==> src/rtl/btb_pkg.sv <==
// Shared types for the fetch redirect controller: PC geometry, FSM states and
// the in-flight prediction record.
package btb_pkg;

    localparam int unsigned XLEN    = 32;
    localparam int unsigned PC_STEP = 4;

    typedef enum logic [1:0] {
        RUN,
        FLUSH,
        REFILL
    } state_e;

    typedef struct packed {
        logic [XLEN-1:0] pc;
        logic            hit;
        logic [XLEN-1:0] pred_next;
    } entry_t;

    function automatic logic [XLEN-1:0] seq_next(input logic [XLEN-1:0] pc);
        return pc + XLEN'(PC_STEP);
    endfunction

endpackage

==> src/rtl/fetch_redirect_ctrl_if.sv <==
// Fetch/execute/BTB signal bundle seen by the redirect controller.
// The controller is the slave; the environment (fetch + execute) is the master.
interface fetch_redirect_ctrl_if #(parameter int unsigned CNT_W = 32);
    import btb_pkg::*;

    logic             fetch_valid;
    logic [XLEN-1:0]  fetch_pc;
    logic             fetch_btb_hit;
    logic [XLEN-1:0]  fetch_pred_pc;
    logic             resolve_valid;
    logic             resolve_is_branch;
    logic             resolve_taken;
    logic [XLEN-1:0]  resolve_target;
    logic             stall;
    logic             flush;
    logic             redirect_valid;
    logic [XLEN-1:0]  redirect_pc;
    logic             btb_wr_en;
    logic [XLEN-1:0]  btb_wr_pc;
    logic [XLEN-1:0]  btb_wr_target;
    logic [CNT_W-1:0] cnt_branches;
    logic [CNT_W-1:0] cnt_hits;
    logic [CNT_W-1:0] cnt_correct;
    logic [CNT_W-1:0] cnt_mispredict;
    logic             err_underflow;

    modport master (
        output fetch_valid, fetch_pc, fetch_btb_hit, fetch_pred_pc,
               resolve_valid, resolve_is_branch, resolve_taken, resolve_target,
        input  stall, flush, redirect_valid, redirect_pc,
               btb_wr_en, btb_wr_pc, btb_wr_target,
               cnt_branches, cnt_hits, cnt_correct, cnt_mispredict, err_underflow
    );

    modport slave (
        input  fetch_valid, fetch_pc, fetch_btb_hit, fetch_pred_pc,
               resolve_valid, resolve_is_branch, resolve_taken, resolve_target,
        output stall, flush, redirect_valid, redirect_pc,
               btb_wr_en, btb_wr_pc, btb_wr_target,
               cnt_branches, cnt_hits, cnt_correct, cnt_mispredict, err_underflow
    );

endinterface

==> src/rtl/pred_queue.sv <==
// In-flight prediction FIFO: one entry per fetched instruction, popped in order
// as execute resolves them. Clear wins over push/pop.
module pred_queue
    import btb_pkg::*;
#(
    parameter int unsigned DEPTH = 4
) (
    input  logic   clk,
    input  logic   reset,
    input  logic   push_i,
    input  logic   pop_i,
    input  logic   clear_i,
    input  entry_t push_data_i,
    output logic   full_o,
    output logic   empty_o,
    output entry_t head_o
);

    localparam int unsigned AW = $clog2(DEPTH);
    localparam int unsigned CW = AW + 1;

    entry_t         mem_q [DEPTH];
    logic [AW-1:0]  wr_ptr_q;
    logic [AW-1:0]  rd_ptr_q;
    logic [CW-1:0]  count_q;

    always_ff @(posedge clk) begin
        if (reset || clear_i) begin
            wr_ptr_q <= '0;
            rd_ptr_q <= '0;
            count_q  <= '0;
        end else begin
            if (push_i) wr_ptr_q <= wr_ptr_q + AW'(1);
            if (pop_i)  rd_ptr_q <= rd_ptr_q + AW'(1);
            count_q <= count_q + CW'(push_i) - CW'(pop_i);
        end
    end

    // Storage needs no reset; occupancy is tracked by the pointers.
    always_ff @(posedge clk) begin
        if (push_i && !clear_i) mem_q[wr_ptr_q] <= push_data_i;
    end

    assign full_o  = (count_q == CW'(DEPTH));
    assign empty_o = (count_q == '0);
    assign head_o  = mem_q[rd_ptr_q];

endmodule

==> src/rtl/fetch_redirect_ctrl.sv <==
// Checks each resolved instruction against its BTB prediction, drives the
// flush/redirect sequence, BTB training writes and prediction statistics.
module fetch_redirect_ctrl
    import btb_pkg::*;
#(
    parameter int unsigned DEPTH        = 4,
    parameter int unsigned FLUSH_CYCLES = 2,
    parameter int unsigned CNT_W        = 32
) (
    input logic                  clk,
    input logic                  reset,
    fetch_redirect_ctrl_if.slave bus
);

    localparam int unsigned FC_W = $clog2(FLUSH_CYCLES + 1);

    state_e           state_q, state_d;
    logic [FC_W-1:0]  fcnt_q, fcnt_d;
    logic             q_full, q_empty;
    entry_t           head, push_entry;
    logic             running, stall_c, do_push, resolve_ok, underflow;
    logic             mispredict, btb_upd;
    logic [XLEN-1:0]  actual_next;
    logic [3:0]       cnt_inc;

    logic             flush_q, redirect_valid_q, btb_wr_en_q, err_q;
    logic [XLEN-1:0]  redirect_pc_q, btb_wr_pc_q, btb_wr_target_q;
    logic [CNT_W-1:0] cnt_q [4];

    pred_queue #(.DEPTH(DEPTH)) u_queue (
        .clk         (clk),
        .reset       (reset),
        .push_i      (do_push),
        .pop_i       (resolve_ok),
        .clear_i     (mispredict),
        .push_data_i (push_entry),
        .full_o      (q_full),
        .empty_o     (q_empty),
        .head_o      (head)
    );

    // Resolve compare; a mispredict also discards any fetch in the same cycle.
    always_comb begin
        running     = (state_q == RUN);
        stall_c     = q_full || !running;
        resolve_ok  = running && bus.resolve_valid && !q_empty;
        underflow   = running && bus.resolve_valid && q_empty;
        actual_next = (bus.resolve_is_branch && bus.resolve_taken) ? bus.resolve_target
                                                                   : seq_next(head.pc);
        mispredict  = resolve_ok && (actual_next != head.pred_next);
        btb_upd     = resolve_ok && bus.resolve_is_branch && bus.resolve_taken
                      && (!head.hit || (head.pred_next != bus.resolve_target));
        do_push     = bus.fetch_valid && !stall_c && !mispredict;
        push_entry  = '{pc:        bus.fetch_pc,
                        hit:       bus.fetch_btb_hit,
                        pred_next: bus.fetch_btb_hit ? bus.fetch_pred_pc : seq_next(bus.fetch_pc)};
        cnt_inc[0]  = resolve_ok && bus.resolve_is_branch;
        cnt_inc[1]  = resolve_ok && bus.resolve_is_branch && head.hit;
        cnt_inc[2]  = resolve_ok && bus.resolve_is_branch && !mispredict;
        cnt_inc[3]  = mispredict;
    end

    always_ff @(posedge clk) begin
        if (reset) begin
            state_q <= RUN;
            fcnt_q  <= '0;
        end else begin
            state_q <= state_d;
            fcnt_q  <= fcnt_d;
        end
    end

    // fcnt counts flush cycles starting at 1 on the first cycle in FLUSH.
    always_comb begin
        state_d = state_q;
        fcnt_d  = fcnt_q;
        case (state_q)
            RUN: begin
                if (mispredict) begin
                    state_d = FLUSH;
                    fcnt_d  = FC_W'(1);
                end
            end
            FLUSH: begin
                if (fcnt_q == FC_W'(FLUSH_CYCLES)) state_d = REFILL;
                else                               fcnt_d  = fcnt_q + FC_W'(1);
            end
            REFILL:  state_d = RUN;
            default: state_d = RUN;
        endcase
    end

    always_ff @(posedge clk) begin
        if (reset) begin
            flush_q          <= 1'b0;
            redirect_valid_q <= 1'b0;
            redirect_pc_q    <= '0;
            btb_wr_en_q      <= 1'b0;
            btb_wr_pc_q      <= '0;
            btb_wr_target_q  <= '0;
            err_q            <= 1'b0;
            for (int i = 0; i < 4; i++) cnt_q[i] <= '0;
        end else begin
            flush_q          <= (state_d == FLUSH);
            redirect_valid_q <= mispredict;
            btb_wr_en_q      <= btb_upd;
            err_q            <= err_q || underflow;
            if (mispredict) redirect_pc_q <= actual_next;
            if (btb_upd) begin
                btb_wr_pc_q     <= head.pc;
                btb_wr_target_q <= bus.resolve_target;
            end
            for (int i = 0; i < 4; i++) begin
                if (cnt_inc[i] && (cnt_q[i] != '1)) cnt_q[i] <= cnt_q[i] + CNT_W'(1);
            end
        end
    end

    assign bus.stall          = stall_c;
    assign bus.flush          = flush_q;
    assign bus.redirect_valid = redirect_valid_q;
    assign bus.redirect_pc    = redirect_pc_q;
    assign bus.btb_wr_en      = btb_wr_en_q;
    assign bus.btb_wr_pc      = btb_wr_pc_q;
    assign bus.btb_wr_target  = btb_wr_target_q;
    assign bus.cnt_branches   = cnt_q[0];
    assign bus.cnt_hits       = cnt_q[1];
    assign bus.cnt_correct    = cnt_q[2];
    assign bus.cnt_mispredict = cnt_q[3];
    assign bus.err_underflow  = err_q;

endmodule

==> src/flat_wrapper.sv <==
// flat-port wrapper written by rule: the top's interface ports become plain ports
module fetch_redirect_ctrl_flat import btb_pkg::*;
#(
    parameter int unsigned DEPTH        = 4,
    parameter int unsigned FLUSH_CYCLES = 2,
    parameter int unsigned CNT_W        = 32
)
  (clk, reset, bus_fetch_valid, bus_fetch_pc, bus_fetch_btb_hit, bus_fetch_pred_pc, bus_resolve_valid, bus_resolve_is_branch, bus_resolve_taken, bus_resolve_target, bus_stall, bus_flush, bus_redirect_valid, bus_redirect_pc, bus_btb_wr_en, bus_btb_wr_pc, bus_btb_wr_target, bus_cnt_branches, bus_cnt_hits, bus_cnt_correct, bus_cnt_mispredict, bus_err_underflow);
  fetch_redirect_ctrl_if #(.CNT_W(CNT_W)) bus_i ();
  input logic clk;
  input logic reset;
  input wire logic [$bits(bus_i.fetch_valid)-1:0] bus_fetch_valid;
  input wire logic [$bits(bus_i.fetch_pc)-1:0] bus_fetch_pc;
  input wire logic [$bits(bus_i.fetch_btb_hit)-1:0] bus_fetch_btb_hit;
  input wire logic [$bits(bus_i.fetch_pred_pc)-1:0] bus_fetch_pred_pc;
  input wire logic [$bits(bus_i.resolve_valid)-1:0] bus_resolve_valid;
  input wire logic [$bits(bus_i.resolve_is_branch)-1:0] bus_resolve_is_branch;
  input wire logic [$bits(bus_i.resolve_taken)-1:0] bus_resolve_taken;
  input wire logic [$bits(bus_i.resolve_target)-1:0] bus_resolve_target;
  output wire logic [$bits(bus_i.stall)-1:0] bus_stall;
  output wire logic [$bits(bus_i.flush)-1:0] bus_flush;
  output wire logic [$bits(bus_i.redirect_valid)-1:0] bus_redirect_valid;
  output wire logic [$bits(bus_i.redirect_pc)-1:0] bus_redirect_pc;
  output wire logic [$bits(bus_i.btb_wr_en)-1:0] bus_btb_wr_en;
  output wire logic [$bits(bus_i.btb_wr_pc)-1:0] bus_btb_wr_pc;
  output wire logic [$bits(bus_i.btb_wr_target)-1:0] bus_btb_wr_target;
  output wire logic [$bits(bus_i.cnt_branches)-1:0] bus_cnt_branches;
  output wire logic [$bits(bus_i.cnt_hits)-1:0] bus_cnt_hits;
  output wire logic [$bits(bus_i.cnt_correct)-1:0] bus_cnt_correct;
  output wire logic [$bits(bus_i.cnt_mispredict)-1:0] bus_cnt_mispredict;
  output wire logic [$bits(bus_i.err_underflow)-1:0] bus_err_underflow;
  assign bus_i.fetch_valid = bus_fetch_valid;
  assign bus_i.fetch_pc = bus_fetch_pc;
  assign bus_i.fetch_btb_hit = bus_fetch_btb_hit;
  assign bus_i.fetch_pred_pc = bus_fetch_pred_pc;
  assign bus_i.resolve_valid = bus_resolve_valid;
  assign bus_i.resolve_is_branch = bus_resolve_is_branch;
  assign bus_i.resolve_taken = bus_resolve_taken;
  assign bus_i.resolve_target = bus_resolve_target;
  assign bus_stall = bus_i.stall;
  assign bus_flush = bus_i.flush;
  assign bus_redirect_valid = bus_i.redirect_valid;
  assign bus_redirect_pc = bus_i.redirect_pc;
  assign bus_btb_wr_en = bus_i.btb_wr_en;
  assign bus_btb_wr_pc = bus_i.btb_wr_pc;
  assign bus_btb_wr_target = bus_i.btb_wr_target;
  assign bus_cnt_branches = bus_i.cnt_branches;
  assign bus_cnt_hits = bus_i.cnt_hits;
  assign bus_cnt_correct = bus_i.cnt_correct;
  assign bus_cnt_mispredict = bus_i.cnt_mispredict;
  assign bus_err_underflow = bus_i.err_underflow;
  fetch_redirect_ctrl #(.DEPTH(DEPTH), .FLUSH_CYCLES(FLUSH_CYCLES), .CNT_W(CNT_W)) u_core (.clk(clk), .reset(reset), .bus(bus_i));
endmodule
==> config.mk <==
export PLATFORM = sky130hd
export DESIGN_NAME = fetch_redirect_ctrl_flat
export DESIGN_NICKNAME = d
export VERILOG_FILES = /design/src/rtl/btb_pkg.sv /design/src/rtl/fetch_redirect_ctrl_if.sv /design/src/rtl/pred_queue.sv /design/src/rtl/fetch_redirect_ctrl.sv /design/src/flat_wrapper.sv
export SDC_FILE = /design/constraint.sdc
export NUM_CORES = 1
export LEC_CHECK = 0
export CAP_MARGIN = 10
export CORE_ASPECT_RATIO = 0.9
export CORE_UTILIZATION = 56
export CTS_CLUSTER_SIZE = 20
export DETAILED_ROUTE_END_ITERATION = 10
export PLACE_DENSITY_LB_ADDON = 0.2
export SYNTH_ARGS = -nofsm -noshare
export SYNTH_HDL_FRONTEND = slang
export SYNTH_HIERARCHICAL = 1
export SYNTH_SLANG_ARGS = --single-unit
==> constraint.sdc <==
create_clock -name clk -period 8.1 [get_ports clk]
set_input_delay 1.62 -clock clk [delete_from_list [all_inputs] [get_ports clk]]
set_output_delay 1.62 -clock clk [all_outputs]
set_load 0.01 [all_outputs]
== After elaboration in Yosys (flattened, before gate mapping) ==
Memories as Yosys holds them, arrays and structs flattened. A register that Yosys moved wholly into a read port is not among the register bits.
Index checks and enable logic that the tools add are counted.

* $add $sub $neg: 11
* Equality and inequality tests: 12
* Multiplexer cells: 30
* Bitwise operators: 4
* Reductions and logical operators: 30

{| class="wikitable"
|+ Operators by type and width
! operator !! number
|-
| 32-bit two-way mux || 6
|-
| 32-bit by 1-bit adder with 32-bit output, second input constant || 4
|-
| 32-bit != test, second input constant || 4
|-
| 32-bit by 3-bit adder with 32-bit output, second input constant || 2
|-
| 32-bit != test || 2
|-
| 1-bit logical AND || 17
|-
| 1-bit two-way mux || 16
|-
| 2-bit two-way mux || 6
|-
| 2-bit one-hot mux with 2 select lines || 2
|-
| 2-bit by 1-bit adder with 2-bit output, second input constant || 3
|-
| 1-bit zero test || 5
|-
| 2-bit by 1-bit == test with 1-bit output, second input constant || 2
|-
| 1-bit logical OR || 4
|-
| 2-bit != test, second input constant || 2
|-
| 1-bit bitwise OR || 4
|-
| 3-bit by 1-bit adder with 3-bit output || 1
|-
| 3-bit == test, second input constant || 1
|-
| 3-bit zero test || 1
|-
| 3-bit AND reduction || 1
|-
| 3-bit by 1-bit subtractor with 3-bit output || 1
|-
| 2-bit == test, second input constant || 1
|-
| 2-bit zero test || 1
|-
| 2-bit nonzero test || 1
|}

* Register bits after elaboration: 111
* Bits in writable memories: 388
* Output and inout port bits: 229
* Logic and storage cells: 101
* Memories: 2

{| class="wikitable"
|+ Memory list
! memory !! words !! width !! rd ports !! clocked after memory_dff !! wr ports !! line !! RTL
|-
| u_core.u_queue.mem_q || 4 || 65 || 1 || 1 || 1 || pred_queue.sv:22 || <nowiki>entry_t mem_q [DEPTH];</nowiki>
|-
| u_core.cnt_q || 4 || 32 || 4 || 0 || 4 || fetch_redirect_ctrl.sv:28 || <nowiki>logic [CNT_W-1:0] cnt_q [4];</nowiki>
|}

== Longest topological paths before layout ==
* Word-level depth: 11
* Depth in mapped cells: 19
* Depth with buffers taken out: 14

== Modules after synthesis ==
Netlist, hierarchy kept.

{| class="wikitable"
|+ By module, submodules not included
! module !! instances !! cells an instance !! area each (sq um)
|-
| fetch_redirect_ctrl || 1 || 1735 || 14908.0
|-
| pred_queue || 1 || 386 || 9882.0
|}

== Least setup slack after synthesis ==
No wires, ideal clock.

* Kind: input port to flip-flop
* Start: input port bus_resolve_is_branch
* End: memory u_core.cnt_q[2][0] (enable)
* Library setup time: 0.470 ns
* Arrival: 6.547 ns
* Data required time: 7.630 ns
* Setup slack: 1.083 ns
* Cell stages on the path: 11
* Path buffers: 4
* Cells stage by stage: clkbuf_1 and2_1 clkbuf_1 clkbuf_1 buf_1 nor2_1 a2111oi_0 o2111ai_1 a2111oi_1 nand3_1 o31ai_1

{| class="wikitable"
|+ RTL lines
! what !! line !! RTL
|-
| start: declaration || flat_wrapper.sv:17 || <nowiki>input wire logic [$bits(bus_i.resolve_is_branch)-1:0] bus_resolve_is_branch;</nowiki>
|-
| end: declaration || fetch_redirect_ctrl.sv:28 ||
|}

==> impl_metrics.prom <==
# TYPE chip_impl_metric gauge
chip_impl_info{name="run_status",value="completed"} 1
chip_impl_metric{name="post-dp-hpwl",unit="mm"} 48.8
chip_impl_metric{name="final-setup-viol-count",unit=""} 0
chip_impl_metric{name="total_routing_resource_utilization_after_global_routing",unit="%"} 30.4
chip_impl_metric{name="grt_antenna_before_repair",unit=""} 0
chip_impl_metric{name="cts_repair_resized_insts",unit=""} 0
chip_impl_metric{name="largest_net_degree_at_the_start_of_global_routing",unit=""} 71
chip_impl_metric{name="insertedDiodeCount",unit=""} 0
chip_impl_info{name="worst_hold_path_type",value="reg -> reg"} 1
chip_impl_metric{name="grt_overflow",unit=""} 0
chip_impl_metric{name="area_delta_synth_final",unit="%"} 21.6
chip_impl_metric{name="timing_worst_slew_pin_value",unit="ps"} 1210
chip_impl_metric{name="cap_violations",unit=""} 0
chip_impl_metric{name="die_h",unit="um"} 202
chip_impl_metric{name="clock_transition_at_path_regs",unit="ps"} 60
chip_impl_metric{name="post_synth.cell_area_avg",unit="um^2"} 11.7
chip_impl_info{name="worst_setup_path_end_kind",value="flop"} 1
chip_impl_metric{name="ys_types",unit=""} 77
chip_impl_metric{name="fmaxAchievable",unit="MHz"} 145
chip_impl_metric{name="peakVddDrop",unit="V"} 0.000185
chip_impl_metric{name="chipWidth",unit="um"} 224
chip_impl_metric{name="filler_cell_count",unit=""} 3123
chip_impl_metric{name="syn_area",unit="um^2"} 24800
chip_impl_metric{name="critical-path-max-stage-delay",unit="ps"} 800
chip_impl_metric{name="synthDominantCellAreaShare",unit="%"} 47.0
chip_impl_metric{name="num-nets-final",unit=""} 2513
chip_impl_metric{name="synth.yosys.warnings",unit=""} 6
chip_impl_metric{name="grt_pass1_wl",unit="mm"} 105
chip_impl_metric{name="clock_latency",unit="ps"} 600
chip_impl_metric{name="timing.max_slew.rel_slack",unit="%"} 19.1
chip_impl_metric{name="avgRoutedWirePerCell",unit="um"} 22.8
chip_impl_metric{name="ys_seq_area_share",unit="%"} 56.1
chip_impl_metric{name="critical_path_buf_inv_count",unit=""} 1
chip_impl_metric{name="arrival_time_at_the_worst_endpoint",unit="ps"} 7170
chip_impl_info{name="synth_largest_area_cell",value="edfxtp_1"} 1
chip_impl_metric{name="ys_ff_latch",unit=""} 501
chip_impl_metric{name="design.die.area",unit="um^2"} 45100
chip_impl_info{name="rsz0062_at_grt",value="false"} 1
chip_impl_metric{name="leak_pwr",unit="nW"} 10.2
chip_impl_metric{name="cts_max_level",unit=""} 2
chip_impl_info{name="synth-main-ff-cell",value="edfxtp_1"} 1
chip_impl_metric{name="placementRows",unit=""} 72
chip_impl_metric{name="finalWeightedCongestion",unit=""} 0.951
chip_impl_metric{name="top_level_ports",unit=""} 332
chip_impl_info{name="post_synth_main_area_contributors",value="edfxtp_1 (47%), dfxtp_1 (9.1%), mux4_2 (5.9%)"} 1
chip_impl_metric{name="via_count_of_the_first_global_routing_pass",unit=""} 17429
chip_impl_metric{name="postRouteAntennaNets",unit=""} 0
chip_impl_info{name="start_kind",value="flop"} 1
chip_impl_metric{name="core_area",unit="um^2"} 43300
chip_impl_metric{name="cts_buffers",unit=""} 50
chip_impl_metric{name="fin_skew",unit="ps"} 24.1
chip_impl_metric{name="post-route-period-util",unit="%"} 85.3
chip_impl_metric{name="drc",unit=""} 0
chip_impl_info{name="critical_path.cell_chain",value="mux4_2 > nand4_1 > nor3_1 > a31oi_1 > a2111oi_2 > a41oi_1 > a2111oi_1 > nand3_1 > a211oi_1 > nor2b_1 > and2_2 > buf_12"} 1
chip_impl_metric{name="detailroute.via_count",unit=""} 18545
chip_impl_metric{name="layout-drive-gt1-share",unit="%"} 8.62
chip_impl_metric{name="synth_enable_flop_cells",unit=""} 388
chip_impl_metric{name="drt-total-wl",unit="mm"} 69.0
chip_impl_metric{name="first_iter_violations",unit=""} 1962
chip_impl_metric{name="firstDrtPassIters",unit=""} 6
chip_impl_metric{name="post-cts-setup-buffers",unit=""} 0
chip_impl_metric{name="fin_setup_tns",unit="ps"} 0
chip_impl_info{name="yosys-top-cells-count",value="edfxtp_1 (388), nor2_1 (234), nand2_1 (181)"} 1
chip_impl_metric{name="via_per_inst",unit=""} 6.12
chip_impl_metric{name="multi_input_comb_area",unit="um^2"} 10100
chip_impl_metric{name="power_per_cell_area",unit="nW/um^2"} 292
chip_impl_metric{name="regArea",unit="um^2"} 13900
chip_impl_metric{name="cts_hold_buf",unit=""} 0
chip_impl_metric{name="net_count_synth",unit=""} 2238
chip_impl_metric{name="clock-sinks",unit=""} 501
chip_impl_metric{name="synth_async_sr_flop_share",unit="%"} 0
chip_impl_metric{name="fin_worst_hold_slack",unit="ps"} 490
chip_impl_metric{name="syn-instance-count",unit=""} 2121
chip_impl_info{name="post-synth-top-count-cell",value="edfxtp_1"} 1
chip_impl_metric{name="timing.final.crit_period",unit="ps"} 6910
chip_impl_metric{name="maxSlewViolCount",unit=""} 0
chip_impl_metric{name="initial_core_util",unit="%"} 57.2
chip_impl_metric{name="timing_hold_violations_final",unit=""} 0
chip_impl_metric{name="portbufs",unit=""} 331
chip_impl_info{name="critPathTopFamily",value="simple AND/OR/NAND/NOR gates"} 1
chip_impl_metric{name="max-clock-path-buffers",unit=""} 3
chip_impl_info{name="tritoncts",value="built"} 1
chip_impl_info{name="cp_slowest_cell",value="dfxtp_2"} 1
chip_impl_info{name="ctsRootBufferMaster",value="clkbuf_16"} 1
chip_impl_metric{name="required",unit="ps"} 8360
chip_impl_info{name="crit_type",value="reg -> reg"} 1
chip_impl_metric{name="crit_path_max_fanout",unit=""} 48
==> cells in the final DEF (no fill, tap or decap), types with 81 or more instances in the layout <==
cell | Yosys | routed
dfxtp_1 | 113 | 111
edfxtp_1 | 388 | 388
xnor2_1 | 107 | 107
nor3_1 | 82 | 81
nor2_1 | 234 | 234
clkdlybuf4s50_1 | 0 | 329
xor2_1 | 107 | 107
nand3_1 | 100 | 100
nand2_1 | 181 | 180
==> routing by layer <==
layer  wire, um  track usage, %
met1      29100            43.3
met2      32500            48.0
met3       5660            5.08
met4       1730            9.00
met5          0               0
==> final cells by class <==
| cell class | count | area share, % |
|---|---|---|
| clock buffers | 67 | 4.63 |
| flip-flops and latches | 501 | 46.2 |
| inverters | 39 | 0.485 |
| multi-input cells | 1443 | 33.6 |
| clock inverters | 26 | 0.793 |
| well taps | 592 | 2.46 |
| repair buffers | 361 | 11.9 |
==> worst paths after layout <==
path	startpoint	endpoint	slack (ps)	cells after the start
worst min register to register	u_core/fcnt_q[0]	u_core/fcnt_q[0]	490	1
worst max register to register	flop	u_core/u_queue/mem_q[0][26]	1190	12
worst min-delay path	u_core/fcnt_q[0]	u_core/fcnt_q[0]	490	1
worst max-delay path	flop	u_core/u_queue/mem_q[0][26]	1190	12
==> kinds of logic after synthesis <==
group | Yosys count | share of synthesized area, %
adder cells (fa/ha/maj) | 14 | 0.737
flip-flops | 501 | 56.1
XOR/XNOR | 217 | 7.84
buffers and inverters | 177 | 3.18
AO/OA/AOI/OAI | 225 | 6.31
multiplexers | 139 | 8.91
AND/OR/NAND/NOR | 848 | 16.9
==> flip-flops by register name, indices dropped and copies added, names as in the netlist, named ones only <==
signal                     cells
u_core/bus.redirect_pc        32
u_core/bus.btb_wr_target      32
u_core/u_queue/count_q         3
u_core/fcnt_q                  2
u_core/state_q                 2
u_core/bus.btb_wr_en           1
u_core/u_queue/mem_q         260
u_core/bus.flush               1
u_core/bus.redirect_valid      1
u_core/u_queue/wr_ptr_q        2
u_core/bus.btb_wr_pc          32
u_core/cnt_q                 128
u_core/u_queue/rd_ptr_q        2
u_core/bus.err_underflow       1
==> power by group <==
group	leakage (nW)	switching (W)	internal (W)
registers	4.62	0.000273	0.00324
logic	4.77	0.00175	0.00125
clock network	0.811	0.000977	0.00132
==> per-stage QoR <==
stage	utilization (%)	cell area [um^2]	total power [W]	cells	setup WS, ps
3_3_place_gp	65.8	28500	0.00645	2936	864
6_report	69.6	30200	0.00880	3029	1190
3_5_place_dp	65.8	28500	0.00649	2936	808
4_1_cts	69.6	30200	0.00879	3029	1320
5_1_grt	69.6	30200	0.00916	3029	729
2_1_floorplan	-	24800	0.00536	2121	1080
(Power assumes the default switching activity.)
